### src/rtl/ddr_cio_pkg.sv
// Shared types and burst geometry for the common-I/O burst-of-4 DDR SRAM sequencer.
// Beat packing is LSB-first: beat i of a burst occupies bits [i*W +: W].
package ddr_cio_pkg;

   typedef enum logic [1:0] {
      ST_INIT = 2'd0,
      ST_IDLE = 2'd1,
      ST_GAP  = 2'd2
   } ctrl_state_e;

   localparam int BURST_LEN       = 4;
   localparam int BEATS_PER_PAIR  = 2;
   localparam int PAIRS_PER_BURST = BURST_LEN / BEATS_PER_PAIR;

   // Bit offset of a beat inside a packed burst vector.
   function automatic int beat_lsb(input int beat, input int width);
      return beat * width;
   endfunction

endpackage

### src/rtl/ddr_cio_b4_ctrl_if.sv
// Host-side burst request/response bundle of the DDR burst-of-4 sequencer.
interface ddr_cio_b4_ctrl_if
   import ddr_cio_pkg::*;
#(
   parameter int ADDR_BITS = 20,
   parameter int DATA_BITS = 8,
   parameter int BWN       = 2
);
   logic                           req_valid;
   logic                           req_ready;
   logic                           req_rd;
   logic [ADDR_BITS-1:0]           req_addr;
   logic [BURST_LEN*DATA_BITS-1:0] req_wdata;
   logic [BURST_LEN*BWN-1:0]       req_nw_b;
   logic                           rsp_valid;
   logic [BURST_LEN*DATA_BITS-1:0] rsp_data;

   modport master (
      output req_valid, req_rd, req_addr, req_wdata, req_nw_b,
      input  req_ready, rsp_valid, rsp_data
   );

   modport slave (
      input  req_valid, req_rd, req_addr, req_wdata, req_nw_b,
      output req_ready, rsp_valid, rsp_data
   );
endinterface

### src/rtl/ddr_cio_rd_asm.sv
// Collects two captured rise/fall pairs into one 4-beat read burst and pulses rsp_valid.
// Pairs arrive strictly in order, so a single toggle bit tells first from second.
module ddr_cio_rd_asm
   import ddr_cio_pkg::*;
#(
   parameter int DATA_BITS = 8
) (
   input  logic                           K,
   input  logic                           RST_b,
   input  logic                           rd_pair_valid,
   input  logic [DATA_BITS-1:0]           rd_r,
   input  logic [DATA_BITS-1:0]           rd_f,
   output logic                           rsp_valid,
   output logic [BURST_LEN*DATA_BITS-1:0] rsp_data
);

   logic                                pair_tog_r;
   logic [BEATS_PER_PAIR*DATA_BITS-1:0] lo_pair_r;
   logic                                rsp_valid_r;
   logic [BURST_LEN*DATA_BITS-1:0]      rsp_data_r;

   // Pair toggle, low-half holding register and burst response register.
   always_ff @(posedge K or negedge RST_b) begin
      if (!RST_b) begin
         pair_tog_r  <= 1'b0;
         lo_pair_r   <= {(BEATS_PER_PAIR*DATA_BITS){1'b0}};
         rsp_valid_r <= 1'b0;
         rsp_data_r  <= {(BURST_LEN*DATA_BITS){1'b0}};
      end else begin
         rsp_valid_r <= 1'b0;
         if (rd_pair_valid) begin
            if (!pair_tog_r) begin
               lo_pair_r  <= {rd_f, rd_r};
               pair_tog_r <= 1'b1;
            end else begin
               rsp_data_r  <= {rd_f, rd_r, lo_pair_r};
               rsp_valid_r <= 1'b1;
               pair_tog_r  <= 1'b0;
            end
         end
      end
   end

   assign rsp_valid = rsp_valid_r;
   assign rsp_data  = rsp_data_r;

endmodule

### src/rtl/ddr_cio_b4_ctrl.sv
// Command sequencer for a common-I/O burst-of-4 DDR SRAM: DLL start-up wait, command
// spacing, write-data pipeline, read-to-write turnaround and read burst reassembly.
module ddr_cio_b4_ctrl
   import ddr_cio_pkg::*;
#(
   parameter int ADDR_BITS    = 20,
   parameter int DATA_BITS    = 8,
   parameter int BWN          = 2,
   parameter int RD_LAT       = 2,
   parameter int TURN         = 1,
   parameter int DLL_LOCK_CYC = 1024
) (
   input  logic                 K,
   input  logic                 RST_b,
   ddr_cio_b4_ctrl_if.slave     host,
   output logic [ADDR_BITS-1:0] sram_sa,
   output logic                 sram_ld_b,
   output logic                 sram_rw_b,
   output logic [BWN-1:0]       sram_nw_b_r,
   output logic [BWN-1:0]       sram_nw_b_f,
   output logic [DATA_BITS-1:0] dq_r,
   output logic [DATA_BITS-1:0] dq_f,
   output logic                 dq_oe,
   input  logic                 rd_pair_valid,
   input  logic [DATA_BITS-1:0] rd_r,
   input  logic [DATA_BITS-1:0] rd_f,
   output logic                 sram_doff_b
);

   localparam int LOCK_W = $clog2(DLL_LOCK_CYC + 1);
   localparam int WBLK_W = $clog2(RD_LAT + TURN + 1);
   localparam logic [LOCK_W-1:0] LOCK_LAST = LOCK_W'(DLL_LOCK_CYC - 1);
   localparam logic [LOCK_W-1:0] LOCK_ONE  = LOCK_W'(1);
   localparam logic [WBLK_W-1:0] WBLK_LOAD = WBLK_W'(RD_LAT + TURN);
   localparam logic [WBLK_W-1:0] WBLK_ONE  = WBLK_W'(1);
   localparam logic [WBLK_W-1:0] WBLK_ZERO = {WBLK_W{1'b0}};

   ctrl_state_e                    state_r, state_nxt_s;
   logic [LOCK_W-1:0]              lock_cnt_r;
   logic [WBLK_W-1:0]              wblk_r;
   logic                           ready_s, accept_s;
   logic                           doff_r;
   logic                           ld_b_r, rw_b_r;
   logic [ADDR_BITS-1:0]           sa_r;
   logic [BURST_LEN*DATA_BITS-1:0] wr_data_r;
   logic [BURST_LEN*BWN-1:0]       wr_nw_r;
   logic                           wr_ph1_r, wr_ph2_r;
   logic [DATA_BITS-1:0]           dq_rise_r, dq_fall_r;
   logic [BWN-1:0]                 nw_rise_r, nw_fall_r;
   logic                           oe_r;
   logic                           rsp_valid_s;
   logic [BURST_LEN*DATA_BITS-1:0] rsp_data_s;

   // State register and DLL lock counter.
   always_ff @(posedge K or negedge RST_b) begin
      if (!RST_b) begin
         state_r    <= ST_INIT;
         lock_cnt_r <= {LOCK_W{1'b0}};
         doff_r     <= 1'b0;
      end else begin
         state_r <= state_nxt_s;
         doff_r  <= 1'b1;
         if (state_r == ST_INIT) begin
            lock_cnt_r <= lock_cnt_r + LOCK_ONE;
         end
      end
   end

   // Next state, host ready and accept; writes wait out the read turnaround, reads never do.
   always_comb begin
      state_nxt_s = state_r;
      ready_s     = 1'b0;
      accept_s    = 1'b0;
      case (state_r)
         ST_INIT: begin
            if (lock_cnt_r == LOCK_LAST) state_nxt_s = ST_IDLE;
            else                         state_nxt_s = ST_INIT;
         end
         ST_IDLE: begin
            ready_s  = host.req_rd | (wblk_r == WBLK_ZERO);
            accept_s = ready_s & host.req_valid;
            if (accept_s) state_nxt_s = ST_GAP;
            else          state_nxt_s = ST_IDLE;
         end
         ST_GAP: begin
            state_nxt_s = ST_IDLE;
         end
         default: begin
            state_nxt_s = ST_INIT;
         end
      endcase
   end

   // Turnaround counter: holds through the read command cycle, then counts down in IDLE.
   always_ff @(posedge K or negedge RST_b) begin
      if (!RST_b) begin
         wblk_r <= WBLK_ZERO;
      end else if (accept_s && host.req_rd) begin
         wblk_r <= WBLK_LOAD;
      end else if ((state_r == ST_IDLE) && (wblk_r != WBLK_ZERO)) begin
         wblk_r <= wblk_r - WBLK_ONE;
      end
   end

   // Command bus registers: LD_b low for exactly the cycle after accept; SA/RW_b hold otherwise.
   always_ff @(posedge K or negedge RST_b) begin
      if (!RST_b) begin
         ld_b_r <= 1'b1;
         rw_b_r <= 1'b1;
         sa_r   <= {ADDR_BITS{1'b0}};
      end else begin
         ld_b_r <= ~accept_s;
         if (accept_s) begin
            rw_b_r <= host.req_rd;
            sa_r   <= host.req_addr;
         end
      end
   end

   // Write burst capture and two-phase marker feeding the data cycles after the command.
   always_ff @(posedge K or negedge RST_b) begin
      if (!RST_b) begin
         wr_data_r <= {(BURST_LEN*DATA_BITS){1'b0}};
         wr_nw_r   <= {(BURST_LEN*BWN){1'b1}};
         wr_ph1_r  <= 1'b0;
         wr_ph2_r  <= 1'b0;
      end else begin
         wr_ph1_r <= accept_s & ~host.req_rd;
         wr_ph2_r <= wr_ph1_r;
         if (accept_s && !host.req_rd) begin
            wr_data_r <= host.req_wdata;
            wr_nw_r   <= host.req_nw_b;
         end
      end
   end

   // DQ drive: beats 0/1 then 2/3; a new write's capture never clobbers beats 2/3 in flight.
   always_ff @(posedge K or negedge RST_b) begin
      if (!RST_b) begin
         dq_rise_r <= {DATA_BITS{1'b0}};
         dq_fall_r <= {DATA_BITS{1'b0}};
         nw_rise_r <= {BWN{1'b1}};
         nw_fall_r <= {BWN{1'b1}};
         oe_r      <= 1'b0;
      end else if (wr_ph1_r) begin
         dq_rise_r <= wr_data_r[beat_lsb(0, DATA_BITS) +: DATA_BITS];
         dq_fall_r <= wr_data_r[beat_lsb(1, DATA_BITS) +: DATA_BITS];
         nw_rise_r <= wr_nw_r[beat_lsb(0, BWN) +: BWN];
         nw_fall_r <= wr_nw_r[beat_lsb(1, BWN) +: BWN];
         oe_r      <= 1'b1;
      end else if (wr_ph2_r) begin
         dq_rise_r <= wr_data_r[beat_lsb(2, DATA_BITS) +: DATA_BITS];
         dq_fall_r <= wr_data_r[beat_lsb(3, DATA_BITS) +: DATA_BITS];
         nw_rise_r <= wr_nw_r[beat_lsb(2, BWN) +: BWN];
         nw_fall_r <= wr_nw_r[beat_lsb(3, BWN) +: BWN];
         oe_r      <= 1'b1;
      end else begin
         dq_rise_r <= {DATA_BITS{1'b0}};
         dq_fall_r <= {DATA_BITS{1'b0}};
         nw_rise_r <= {BWN{1'b1}};
         nw_fall_r <= {BWN{1'b1}};
         oe_r      <= 1'b0;
      end
   end

   ddr_cio_rd_asm #(.DATA_BITS(DATA_BITS)) u_rd_asm (
      .K             (K),
      .RST_b         (RST_b),
      .rd_pair_valid (rd_pair_valid),
      .rd_r          (rd_r),
      .rd_f          (rd_f),
      .rsp_valid     (rsp_valid_s),
      .rsp_data      (rsp_data_s)
   );

   assign host.req_ready = ready_s;
   assign host.rsp_valid = rsp_valid_s;
   assign host.rsp_data  = rsp_data_s;
   assign sram_sa        = sa_r;
   assign sram_ld_b      = ld_b_r;
   assign sram_rw_b      = rw_b_r;
   assign sram_nw_b_r    = nw_rise_r;
   assign sram_nw_b_f    = nw_fall_r;
   assign dq_r           = dq_rise_r;
   assign dq_f           = dq_fall_r;
   assign dq_oe          = oe_r;
   assign sram_doff_b    = doff_r;

endmodule

### src/flat_wrapper.sv
// flat-port wrapper written by rule: the top's interface ports become plain ports
module ddr_cio_b4_ctrl_flat import ddr_cio_pkg::*;
#(
   parameter int ADDR_BITS    = 20,
   parameter int DATA_BITS    = 8,
   parameter int BWN          = 2,
   parameter int RD_LAT       = 2,
   parameter int TURN         = 1,
   parameter int DLL_LOCK_CYC = 1024
)
  (K, RST_b, sram_sa, sram_ld_b, sram_rw_b, sram_nw_b_r, sram_nw_b_f, dq_r, dq_f, dq_oe, rd_pair_valid, rd_r, rd_f, sram_doff_b, host_req_valid, host_req_rd, host_req_addr, host_req_wdata, host_req_nw_b, host_req_ready, host_rsp_valid, host_rsp_data);
  ddr_cio_b4_ctrl_if #(.ADDR_BITS(ADDR_BITS), .DATA_BITS(DATA_BITS), .BWN(BWN)) host_i ();
  input  logic K;
  input  logic RST_b;
  output logic [ADDR_BITS-1:0] sram_sa;
  output logic sram_ld_b;
  output logic sram_rw_b;
  output logic [BWN-1:0] sram_nw_b_r;
  output logic [BWN-1:0] sram_nw_b_f;
  output logic [DATA_BITS-1:0] dq_r;
  output logic [DATA_BITS-1:0] dq_f;
  output logic dq_oe;
  input  logic rd_pair_valid;
  input  logic [DATA_BITS-1:0] rd_r;
  input  logic [DATA_BITS-1:0] rd_f;
  output logic sram_doff_b;
  input wire logic [$bits(host_i.req_valid)-1:0] host_req_valid;
  input wire logic [$bits(host_i.req_rd)-1:0] host_req_rd;
  input wire logic [$bits(host_i.req_addr)-1:0] host_req_addr;
  input wire logic [$bits(host_i.req_wdata)-1:0] host_req_wdata;
  input wire logic [$bits(host_i.req_nw_b)-1:0] host_req_nw_b;
  output wire logic [$bits(host_i.req_ready)-1:0] host_req_ready;
  output wire logic [$bits(host_i.rsp_valid)-1:0] host_rsp_valid;
  output wire logic [$bits(host_i.rsp_data)-1:0] host_rsp_data;
  assign host_i.req_valid = host_req_valid;
  assign host_i.req_rd = host_req_rd;
  assign host_i.req_addr = host_req_addr;
  assign host_i.req_wdata = host_req_wdata;
  assign host_i.req_nw_b = host_req_nw_b;
  assign host_req_ready = host_i.req_ready;
  assign host_rsp_valid = host_i.rsp_valid;
  assign host_rsp_data = host_i.rsp_data;
  ddr_cio_b4_ctrl #(.ADDR_BITS(ADDR_BITS), .DATA_BITS(DATA_BITS), .BWN(BWN), .RD_LAT(RD_LAT), .TURN(TURN), .DLL_LOCK_CYC(DLL_LOCK_CYC)) u_core (.K(K), .RST_b(RST_b), .host(host_i), .sram_sa(sram_sa), .sram_ld_b(sram_ld_b), .sram_rw_b(sram_rw_b), .sram_nw_b_r(sram_nw_b_r), .sram_nw_b_f(sram_nw_b_f), .dq_r(dq_r), .dq_f(dq_f), .dq_oe(dq_oe), .rd_pair_valid(rd_pair_valid), .rd_r(rd_r), .rd_f(rd_f), .sram_doff_b(sram_doff_b));
endmodule
### config.mk
export PLATFORM = sky130hd
export DESIGN_NAME = ddr_cio_b4_ctrl_flat
export DESIGN_NICKNAME = d
export VERILOG_FILES = /design/src/rtl/ddr_cio_pkg.sv /design/src/rtl/ddr_cio_b4_ctrl_if.sv /design/src/rtl/ddr_cio_rd_asm.sv /design/src/rtl/ddr_cio_b4_ctrl.sv /design/src/flat_wrapper.sv
export SDC_FILE = /design/constraint.sdc
export NUM_CORES = 1
export LEC_CHECK = 0
export ABC_AREA = 1
export CORE_ASPECT_RATIO = 0.6
export CORE_MARGIN = 2
export CORE_UTILIZATION = 53
export DETAILED_ROUTE_END_ITERATION = 7
export DONT_BUFFER_PORTS = 1
export PLACE_DENSITY_LB_ADDON = 0.08
export SLEW_MARGIN = 20
export SYNTH_ARGS = -nofsm -noshare
export SYNTH_HDL_FRONTEND = slang
export SYNTH_SLANG_ARGS = --single-unit
### constraint.sdc
create_clock -name K -period 1.6 [get_ports K]
set_input_delay 0.16 -clock K [delete_from_list [all_inputs] [get_ports K]]
set_output_delay 0.16 -clock K [all_outputs]
set_load 0.02 [all_outputs]
After elaboration in Yosys (flattened, before gate mapping)
Cells that the tools add are included.

storage, ports and cells
  register bits = 151
  bits of input ports = 81
  output and inout port bits = 78
  logic and storage cells = 61

operators by class
  add/subtract/negate cells = 2
  equality and inequality tests = 3
  mux-type cells = 20
  bitwise gates (word level) = 6
  reductions and logical operators = 10

operator list
  kind                                               count
  two-way mux 8 bit                                  4
  two-way mux 2 bit                                  7
  adder 11 x 1 -> 11 bit (second input constant)     1
  == test 11 x 10 -> 1 bit (second input constant)   1
  two-way mux 1 bit                                  8
  case mux 2 bit (3 select lines)                    1
  logical NOT 2 bit                                  2
  AND reduction 2 bit                                2
  nonzero test 2 bit                                 2
  logical AND 1 bit                                  3
  inverter 1 bit                                     3
  AND 1 bit                                          2
  == test 2 x 1 -> 1 bit (second input constant)     1
  == test 2 bit (second input constant)              1
  subtractor 2 x 1 -> 2 bit (second input constant)  1
  logical NOT 1 bit                                  1
  bitwise OR 1 bit                                   1

Longest topological paths before layout
Gate-level depths: netlist (run 1).

  depth after elaboration = 6
  gate-level depth with buffers = 8
  mapped depth without buffers = 7

Hierarchy
Synthesis (run 1) repeated with hierarchy kept, for this count alone.

second synthesis, totals
  cells, all modules = 622
  area total of the unflattened synthesis = 5,938.2 um^2

modules (own cells, without submodules)
  module           instances  cells each  area each (um^2)  seq. area each (um^2)
  ddr_cio_b4_ctrl  1          408         3,941.3           2,544.9
  ddr_cio_rd_asm   1          214         1,996.9           1,251.2

Least setup slack after synthesis (run 1)
No wires, ideal clock.

  path type = register to register
  from = reg u_core.wblk_r[0]
  to = reg u_core.wr_data_r[0]
  setup time = 0.117 ns
  data arrival time = 1.216 ns
  data required time = 1.483 ns
  path slack = 0.267 ns
  cell stages (with the launch flop) = 9
  buffers on the path = 1
  clock period less this slack = 1.333 ns
  cell sequence = dfrtp_1 -> inv_1 -> ha_1 -> o21ai_1 -> nor2_4 -> nand2_4 -> buf_6 -> nand2_1 -> nand2_1

between the ends
  word-level cells in the longest chain between the ends = 5

ends and longest elaborated chain
  what                    RTL line                source
  start, declared         ddr_cio_b4_ctrl.sv:40   logic [WBLK_W-1:0] wblk_r;
  start signal, assigned  ddr_cio_b4_ctrl.sv:101  wblk_r <= wblk_r - WBLK_ONE;
  logical NOT 2 bit       ddr_cio_b4_ctrl.sv:80   ready_s = host.req_rd | (wblk_r == WBLK_ZERO);
  bitwise OR 1 bit        ddr_cio_b4_ctrl.sv:80
  AND 1 bit               ddr_cio_b4_ctrl.sv:81   accept_s = ready_s & host.req_valid;
  two-way mux 1 bit       ddr_cio_b4_ctrl.sv:74   case (state_r)
  logical AND 1 bit       ddr_cio_b4_ctrl.sv:130  if (accept_s && !host.req_rd) begin
  end signal, assigned    ddr_cio_b4_ctrl.sv:123  wr_data_r <= {(BURST_LEN*DATA_BITS){1'b0}};
  end signal, assigned    ddr_cio_b4_ctrl.sv:131  wr_data_r <= host.req_wdata;
  end, declared           ddr_cio_b4_ctrl.sv:45   logic [BURST_LEN*DATA_BITS-1:0] wr_data_r;

No other way between the ends.
A chain may end at the register's enable or synchronous reset.

Worst setup path in the final report (run 1)
  from = reg u_core.wblk_r[0]
  to = out host_req_ready

between the ends
  word-level cells in the longest chain between the ends = 3

ends and longest elaborated chain
  what               RTL line               source
  logical NOT 2 bit  ddr_cio_b4_ctrl.sv:80
  bitwise OR 1 bit   ddr_cio_b4_ctrl.sv:80
  two-way mux 1 bit  ddr_cio_b4_ctrl.sv:74
  end, declared      flat_wrapper.sv:32     output wire logic [$bits(host_i.req_ready)-1:0] host_req_ready;

No other way between the ends.

==> results of run 1 <==
## layer usage
layer / routed length (microns) / track usage (%) / vias to the layer above
li1: - / - / 2089
met1: 6052 / 30.81 / 2124
met2: 6308 / 36.76 / 160
met3: 1052 / 9.029 / 15
met4: 121 / 5.909 / 0
met5: 0 / 0 / -
## area by class of cell
cell class	instances	area, sq um	share of cell area (%)
Sequential cell	151	3796	50.53
Multi-Input combinational cell	382	1749	23.28
Timing Repair Buffer	100	1017	13.54
Clock buffer	18	439.2	5.846
Clock inverter	14	187.7	2.498
Tap cell	139	173.9	2.315
Inverter	39	148.9	1.982
## kinds of logic (layout without fill, tap and decap cells)
| logic type | count (synthesis) | count (layout) | synth area share (%) |
|---|---|---|---|
| other | 1 | 1 | 0.06418 |
| muxes | 1 | 1 | 0.1927 |
| AOI/OAI and AO/OA | 57 | 57 | 6.210 |
| and+or+nand+nor | 316 | 316 | 21.95 |
| adders and majority gates | 2 | 2 | 0.4282 |
| buffers and inverters | 69 | 171 | 5.439 |
| DFF | 151 | 151 | 64.97 |
| xor gates and xnor gates | 5 | 5 | 0.7496 |
## power by group through the flow
| stage | clock (uW) | sequential, uW | combinational, uW |
|---|---|---|---|
| after global placement | 0 | 6720 | 1830 |
| after global routing | 4450 | 6880 | 2660 |
| after detailed placement | 0 | 6730 | 1980 |
| after floorplan | 0 | 6490 | 1590 |
| after CTS | 4260 | 6700 | 2150 |
| final | 4200 | 6720 | 2310 |
## cell usage after synthesis (all sizes together) (3+ instances only)
| cell | instances | share of area, % |
|---|---|---|
| nand2 | 251 | 16 |
| dfrtp | 137 | 59 |
| nand3 | 49 | 4.2 |
| inv | 37 | 2.4 |
| o21ai | 34 | 2.9 |
| buf | 17 | 2.1 |
| a22o | 16 | 2.4 |
| dfstp | 14 | 6.3 |
| clkbuf | 13 | 0.84 |
| nor2 | 9 | 0.75 |
| nand4 | 6 | 0.64 |
| o22a | 4 | 0.60 |
| xor2 | 3 | 0.45 |
## repair_timing
| action | CTS | global route |
|---|---|---|
| pin swaps | 1 | 3 |
| setup endpoints to repair | 1 | 62 |
| gates cloned | 0 | 1 |
| setup buffers | 0 | 6 |
| gates resized for setup | 5 | 5 |
| endpoints found under the hold margin | 247 | 151 |
## worst register-to-register path, cell delays in order, from the launching register on
cell and delay, ns:
dfrtp_1 0.39, inv_2 0.08, ha_4 0.14, o21ai_2 0.08, nor2_4 0.18, buf_12 0.15
nand2_4 0.07, buf_12 0.17, nand2_1 0.08, nand2_1 0.06
## state kept, by name (all words and copies together) (netlist names)
| register | count |
|---|---|
| u_core.sram_nw_b_f | 2 |
| u_core.lock_cnt_r | 11 |
| u_core.u_rd_asm.pair_tog_r | 1 |
| u_core.u_rd_asm.rsp_valid | 1 |
| u_core.wr_ph1_r | 1 |
| u_core.u_rd_asm.rsp_data | 32 |
| u_core.sram_ld_b | 1 |
| u_core.state_r | 2 |
| u_core.wblk_r | 2 |
| u_core.sram_doff_b | 1 |
| u_core.sram_rw_b | 1 |
| u_core.wr_nw_r | 8 |
| u_core.wr_ph2_r | 1 |
| u_core.u_rd_asm.lo_pair_r | 16 |
| u_core.dq_oe | 1 |
| u_core.sram_sa | 20 |
| u_core.dq_f | 8 |
| u_core.sram_nw_b_r | 2 |
| u_core.wr_data_r | 32 |
| u_core.dq_r | 8 |
## worst paths after layout
kind | from | to | slack, ns | cells past startpoint
worst min-delay path | RST_b | u_core.u_rd_asm.rsp_data[16] | -0.56 | 0
worst max register to register | u_core.wblk_r[0] | u_core.wr_data_r[10] | 0.08 | 9
max in group asynchronous | RST_b | u_core.sram_nw_b_r[1] | 1.88 | 0
min in group K | host_req_valid | u_core.state_r[0] | 0.06 | 3
worst min register to register | u_core.u_rd_asm.lo_pair_r[7] | u_core.u_rd_asm.rsp_data[7] | 0.46 | 2
worst max-delay path | u_core.wblk_r[0] | host_req_ready | 0.07 | 5
## stage by stage
step           hold WS [ns]  power [uW]
6_report            -0.5637       13240
5_1_grt             -0.5937       13990
4_1_cts             -0.5824       13110
3_5_place_dp        -0.1330        8712
3_3_place_gp        -0.1329        8548
2_1_floorplan       -0.1356        8078
==> flow_metrics.tcl, run 1 <==
set metrics [dict create \
    run_status "finished, violations left" \
    violations "hold timing" \
    cp_common_cell "inv_2" \
    tns_ns 0 \
    antenna_cells 0 \
    first_pass_iters 4 \
    core_area_sq_mm 0.01067 \
    fin_ws_ns 0.07405 \
    clk_pin_slew_worst_paths_ns 0.06 \
    overflow 0 \
    cts_hold_buffers 78 \
    routabilityCongestion 0.7716 \
    async_flop_share_pct 100.0 \
    grt_pass1_wl_microns 22030 \
    clockPowerShare_pct 31.8 \
    power_frac_comb_pct 17.5 \
    crit_type "flop to output port" \
    layout_common_cells "nand2_1 (250), dfrtp_1 (137), dlygate4sd3_1 (78)" \
    nets 774 \
    ys_types 28 \
    rsz0062_at_grt "no" \
    drc 0 \
    yosys_warnings 0 \
    endpoint_kind "output port" \
    dpl_cell_area_sq_mm 0.005996 \
    dpl.hpwl_microns 7985 \
    grt_pass1_vias 4430 \
    cts_buffer_depth 2 \
    fin_crit_ns 1.526 \
    initial_core_util_pct 54.77 \
    fin_util_pct 70.42 \
    cts_tree "built" \
    p_int_uw 8747 \
    path_delay_family "flip-flops" \
    final_common_cell "nand2_1" \
    dp.cells 726 \
    setup-violations-final 0 \
    layout-drive-gt1-share_pct 11.22 \
    dieArea_sq_mm 0.01191 \
    crit_path_start_kind "flop" \
    detail-route-antenna-nets 0 \
    synth-edff-count 0 \
    synth_fp_nets 685 \
    vdd_ir_drop_max_mv 1.281 \
    powerDensity_mw_per_mm2 1762 \
    die_y_microns 85.33 \
    drt-initial-drc-count 319 \
    synthFlopType "dfrtp_1" \
    wl_per_cell_microns 16.06 \
    cp_max_fo 3 \
    clk-insertion-delay-late_ns 0.42 \
    numCtsBuffers 17 \
    synth-seq-area-share_pct 64.97 \
    final_area_sq_mm 0.007512 \
    fillers 801 \
    cp_slowest_cell "dfrtp_1" \
    track_usage_pct 23.28 \
    switching_share_pct 33.92 \
    max_cap_viol_count 0 \
    ys_ff_latch 151 \
    synth_area_sq_mm 0.005843 \
    hold_viol 151 \
    fp-row-count 29 \
    postSynthCellCount 602 \
    fin_skew_ns 0.007936 \
    final_cell_count_no_fill 843 \
    hold_slack_ns -0.5637 \
    synthToLayoutAreaGrowth_pct 28.57 \
    wirelength_microns 13540 \
    hold_path.class "primary input to async pin" \
    cp.required_ns 1.44 \
    arrival_ns 1.37 \
    vias 4388 \
    cts_max_level 4 \
    numPortBuffers 0 \
    die_x_microns 139.6 \
    num_io_pins 159 \
    seqPwrFrac_pct 50.8 \
    antenna_found_initial 0 \
    switching_power_uw 4491 \
    syn_avg_cell_area_sq_um 9.706 \
    cts.sinks 151 \
    power_leakage_uw 0.003794 \
    slowest_delay_ns 0.39 \
    path_buf_inv 3 \
    max_freq_mhz 655.3 \
    grt_max_degree 152 \
    period_share_pct 95.37 \
    viasPerCell 5.205 \
    finalMaxSlewViolations 0 \
    root_buffer "clkbuf_16" \
    pre_cts_ws_ns 0.006749 \
    path_cells "inv_2 > ha_4 > inv_2 > a21oi_2 > buf_6" \
]
(Power assumes the default switching activity.)
==> run 2: changes to the inputs <==
==> constraint.sdc (replaced) <==
create_clock -name K -period 1.6 [get_ports K]
set_input_delay 0.16 -clock K [delete_from_list [all_inputs] [get_ports K]]
set_output_delay 0.16 -clock K [all_outputs]
set_load 0.01 [all_outputs]
==> run 2 against run 1 <==
Net effect:
- critical path type unchanged
- final cell count fell by 0.24%
- hold slack improved by 0.0013 ns
- the flow still finishes with violations (hold timing)
- fmax fell by 0.47%
- die area did not move
==> flow_metrics.tcl, run 2 (same netlist as run 1, synthesis figures left out) <==
set metrics [dict create \
    crit_type "flop to output port" \
    viasPerCell 5.201 \
    crit_path_start_kind "flop" \
    num_io_pins 159 \
    setup-violations-final 0 \
    cp_max_fo 3 \
    numPortBuffers 0 \
    antenna_cells 0 \
    tns_ns 0 \
    core_area_sq_mm 0.01067 \
    run_status "finished, violations left" \
    rsz0062_at_grt "no" \
    wirelength_microns 13250 \
    path_buf_inv 3 \
    cp_common_cell "inv_2" \
    r2r_start "u_core.wblk_r[0]" \
    grt_use_met1_pct 30.70 \
    rr_worst_depth 8 \
    die_y_microns 85.33 \
    dieArea_sq_mm 0.01191 \
    hold_viol 151 \
    slowest_delay_ns 0.39 \
    layout_common_cells "nand2_1 (250), dfrtp_1 (137), dlygate4sd3_1 (79)" \
    cts_buffer_depth 2 \
    cts.sinks 151 \
    path_delay_family "flip-flops" \
    grt_max_degree 152 \
    hold_slack_ns -0.5624 \
    reg2reg_slack_ns 0.10 \
    vias 4374 \
    cts_max_level 4 \
    cp_slowest_cell "dfrtp_1" \
    hold_path.class "primary input to async pin" \
    period_share_pct 95.82 \
    drt-initial-drc-count 325 \
    cts_tree "built" \
    dpl.hpwl_microns 7985 \
    r2r_end "u_core.sram_sa[13]" \
    antenna_found_initial 0 \
    clk-insertion-delay-late_ns 0.42 \
    endpoint_kind "output port" \
    grt-busiest-layer "met2" \
    routabilityCongestion 0.7716 \
    use_met3_pct 8.804 \
    wl_per_cell_microns 15.75 \
    grt_pass1_vias 4429 \
    fin_ws_ns 0.06691 \
    violations "hold timing" \
    grt_use_met2_pct 36.99 \
    cp.required_ns 1.44 \
    first_pass_iters 5 \
    synthToLayoutAreaGrowth_pct 27.77 \
    initial_core_util_pct 54.77 \
    root_buffer "clkbuf_16" \
    fin_util_pct 69.99 \
    path_cells "inv_2 > ha_4 > inv_2 > a21oi_2 > buf_4" \
    max_freq_mhz 652.3 \
    vdd_ir_drop_max_mv 1.244 \
    detail-route-antenna-nets 0 \
    fin_skew_ns 0.008858 \
    die_x_microns 139.6 \
    overflow 0 \
    track_usage_pct 23.25 \
    fp-row-count 29 \
    powerDensity_mw_per_mm2 1706 \
    clk_pin_slew_worst_paths_ns 0.06 \
    max_cap_viol_count 0 \
    finalMaxSlewViolations 0 \
    nets 772 \
    layout-drive-gt1-share_pct 10.83 \
    numCtsBuffers 17 \
    grt_pass1_wl_microns 22000 \
    arrival_ns 1.37 \
    final_common_cell "nand2_1" \
    fin_crit_ns 1.533 \
    drc 0 \
    power_leakage_uw 0.003775 \
    pre_cts_ws_ns 0.006749 \
]
run 2: cell types whose count changed in the layout (fill, tap and decap cells not counted):
cell / previous run / this run
clkbuf_16: 18 / 17
buf_6: 1 / 0
buf_12: 4 / 3
dlygate4sd3_1: 78 / 79
run 2: worst max path at each step:
stage	cells past startpoint	startpoint	to	slack, ns
after floorplan	8	u_core.wblk_r[0]	u_core.wr_data_r[0]	0.27
final	5	u_core.wblk_r[0]	host_req_ready	0.07
after detailed placement	8	u_core.wblk_r[0]	u_core.wr_data_r[16]	0.007
after global routing	5	u_core.wblk_r[0]	host_req_ready	0.002
after CTS	8	u_core.wblk_r[0]	u_core.wr_data_r[10]	0.002
after global placement	8	u_core.wblk_r[0]	u_core.wr_data_r[20]	0.12
run 2: power breakdown:
part / internal [uW] / switching [uW]
combinational: 976 / 1260
sequential: 5190 / 1120
clock: 2540 / 1650
total: 8700 / 4030
run 2: metal layers:
metal	wire, microns	share of wire [%]
met1	5792	44
met2	6235	47
met3	1060	8.0
met4	158	1.2
met5	0	0
run 2: metrics by stage:
step,total power (uW),instance area [sq um],instances
CTS,12680,7407,836
floorplan,7659,5843,602
detailed placement,8292,5996,726
finish,12740,7466,841
global route,13500,7466,841
global placement,8129,5996,726
run 2: area by class of cell:
class | instances | area (sq um)
flip-flops and latches | 151 | 3796
fillers | 810 | 3202
multi-input cells | 382 | 1749
repair buffers | 98 | 970.9
clock buffers | 18 | 439.2
clock inverters | 14 | 187.7
well taps | 139 | 173.9
inverters | 39 | 148.9
run 2: what timing repair did:
item / 4_1_cts / 5_1_grt
resized for setup: 1 / 8
setup endpoints to repair: 1 / 63
hold buffers: 78 / 1
pin swaps: 0 / 2
hold endpoints to repair: 247 / 152
buffers inserted: 0 / 4
run 2: worst register-to-register path: stages, from the launching register on:
cell and delay [ns]:
dfrtp_1 0.39, inv_2 0.08, ha_4 0.14, o21ai_2 0.08
nor2_4 0.24, buf_4 0.17, inv_4 0.09, nand2_1 0.12
nand2_1 0.07
==> run 3: changes to the inputs <==
--- a/config.mk
+++ b/config.mk
@@ -8,10 +8,10 @@
 export ABC_AREA = 1
 export CORE_ASPECT_RATIO = 0.6
 export CORE_MARGIN = 2
-export CORE_UTILIZATION = 53
+export CORE_UTILIZATION = 45
 export DETAILED_ROUTE_END_ITERATION = 7
 export DONT_BUFFER_PORTS = 1
-export PLACE_DENSITY_LB_ADDON = 0.08
+export SETUP_SLACK_MARGIN = 0.1
 export SLEW_MARGIN = 20
 export SYNTH_ARGS = -nofsm -noshare
 export SYNTH_HDL_FRONTEND = slang
==> run 3 against run 2 <==
Net effect:
- the run still ends with hold timing left
- hold slack gained 0.017 ns
- critical path depth is the same
- count of clock-buffer cells in the layout stayed put
- clock power down 4%
- wire length up 3.6%
- combinational power up 11%
- via count down 0.41%
- total power up 0.63%
- non-clock buffer count rose by 5
- setup slack gained 0.028 ns
- global-route usage down 3.3 points
- final cell count is 4.3% higher
- largest power group unchanged
- highest routed layer unchanged
==> flow_metrics.tcl, run 3 (same netlist as run 1, synthesis figures left out) <==
set metrics [dict create \
    run_status "finished, violations left" \
    violations "hold timing" \
    hold_path.class "primary input to async pin" \
    fin_skew_ns 0.007207 \
    clk_pin_slew_worst_paths_ns 0.07 \
    rsz0062_at_grt "yes" \
    pre_cts_ws_ns 0.06608 \
    multiInputGateArea_sq_mm 0.001854 \
    detail-route-antenna-nets 0 \
    wl_per_cell_microns 15.65 \
    path_cells "inv_2 > ha_4 > inv_4 > a21oi_2 > buf_4" \
    max_cap_viol_count 0 \
    dpl_cell_area_sq_mm 0.006007 \
    vias 4356 \
    max_freq_mhz 664.3 \
    arrival_ns 1.35 \
    hold_slack_ns -0.5449 \
    dieArea_sq_mm 0.01394 \
    fillers 1023 \
    grt_max_degree 152 \
    drt-initial-drc-count 269 \
    tns_ns 0 \
    reg2reg_slack_ns 0.12 \
    numCtsBuffers 17 \
    cts_buffer_depth 2 \
    cts_tree "built" \
    endpoint_kind "output port" \
    antenna_found_initial 0 \
    grt_pass1_vias 4410 \
    period_share_pct 94.09 \
    crit_type "flop to output port" \
    layout_common_cells "nand2_1 (245), dfrtp_1 (137), dlygate4sd3_1 (78)" \
    powerDensity_mw_per_mm2 1669 \
    final_area_sq_mm 0.007680 \
    grt_pass1_wl_microns 21940 \
    path_delay_family "flip-flops" \
    slew_headroom_pct 65.90 \
    synthToLayoutAreaGrowth_pct 31.43 \
    viasPerCell 4.967 \
    r2r_start "u_core.wblk_r[0]" \
    core_area_sq_mm 0.01277 \
    num_io_pins 159 \
    routabilityCongestion 0.7156 \
    overflow 0 \
    root_buffer "clkbuf_16" \
    finalMaxSlewViolations 0 \
    initial_core_util_pct 45.75 \
    worst_slew_pin_slew_ns 0.5084 \
    die_y_microns 92.27 \
    seqCellArea_sq_mm 0.003796 \
    setup-violations-final 0 \
    cp.required_ns 1.44 \
    first_pass_iters 4 \
    final_common_cell "nand2_1" \
    fp-row-count 32 \
    power_leakage_uw 0.003807 \
    nets 777 \
    fin_crit_ns 1.505 \
    cts_max_level 4 \
    wirelength_microns 13720 \
    path_buf_inv 3 \
    r2r_end "u_core.wr_data_r[14]" \
    rr_worst_depth 8 \
    fin_util_pct 60.13 \
    vdd_ir_drop_max_mv 0.7566 \
    cts.sinks 151 \
    crit_path_start_kind "flop" \
    antenna_cells 0 \
    slowest_delay_ns 0.39 \
    numPortBuffers 0 \
    dpl.hpwl_microns 8214 \
    die_x_microns 151.1 \
    cts_hold_buffers 78 \
    layout-drive-gt1-share_pct 14.14 \
    cp_slowest_cell "dfrtp_1" \
    track_usage_pct 19.91 \
    fin_ws_ns 0.09457 \
    clk-insertion-delay-late_ns 0.41 \
    cp_max_fo 2 \
    drc 0 \
    hold_viol 151 \
]
## run 3: changes by cell type in the layout (fill, tap and decap cells not counted), sizes merged
cell	previous run	this run
buf	19	22
bufinv	3	2
clkbuf	18	21
clkinv	4	3
clkinvlp	3	4
dlygate4sd3	79	78
inv	43	44
## run 3: where the power goes
group	switching (uW)	total, uW	internal, uW
clock network	1670	4010	2350
logic	1340	2490	1150
registers	1120	6310	5190
## run 3: repair_timing
action / 4_1_cts / 5_1_grt
resized for setup: 7 / 30
endpoints found under the setup margin: 63 / 65
pin swaps: 3 / 23
cloned: 0 / 5
hold endpoints to repair: 247 / 151
setup buffers: 3 / 5
## run 3: final cells by class
| cell class | instances | area share [%] |
|---|---|---|
| inverter | 39 | 2.004 |
| clock inverter | 14 | 2.151 |
| timing repair buffer | 103 | 13.91 |
| multi-input combinational | 382 | 24.14 |
| clock buffer | 18 | 5.588 |
| sequential | 151 | 49.43 |
| tap | 170 | 2.770 |
## run 3: layer usage
| layer | global-route usage [%] | routed length (microns) | part of all wire [%] | up-vias |
|---|---|---|---|---|
| li1 | - | - | - | 2098 |
| met1 | 26.92 | 6182 | 45 | 2119 |
| met2 | 31.52 | 6445 | 47 | 129 |
| met3 | 6.965 | 1030 | 7.5 | 10 |
| met4 | 3.583 | 63 | 0.46 | 0 |
| met5 | 0 | 0 | 0 | - |
## run 3: stage by stage
stage,hold WS (ns),instances,power [uW]
after floorplan,-0.1356,602,7659
after global routing,-0.5755,877,13640
after CTS,-0.5644,868,12590
after detailed placement,-0.1280,755,8296
final,-0.5449,877,12810
after global placement,-0.1292,755,8129
## run 3: worst max-delay path by stage
stage,slack [ns],cells past startpoint,to,startpoint
6_report,0.09,5,host_req_ready,u_core.wblk_r[0]
5_1_grt,0.007,4,host_req_ready,u_core.state_r[1]
4_1_cts,0.1,5,host_req_ready,u_core.wblk_r[0]
3_5_place_dp,0.07,8,u_core.wr_data_r[29],u_core.wblk_r[0]
3_3_place_gp,0.12,8,u_core.wr_data_r[6],u_core.wblk_r[0]
2_1_floorplan,0.27,8,u_core.wr_data_r[0],u_core.wblk_r[0]
## run 3: worst register-to-register path: cells and delay by family, from the launching register on
kind | cells | cell delay [ns]
AO/OA/AOI/OAI | 1 | 0.06
adder cells (fa/ha/maj) | 1 | 0.17
buffers and inverters | 3 | 0.47
flip-flops | 1 | 0.39
AND/OR/NAND/NOR | 3 | 0.32
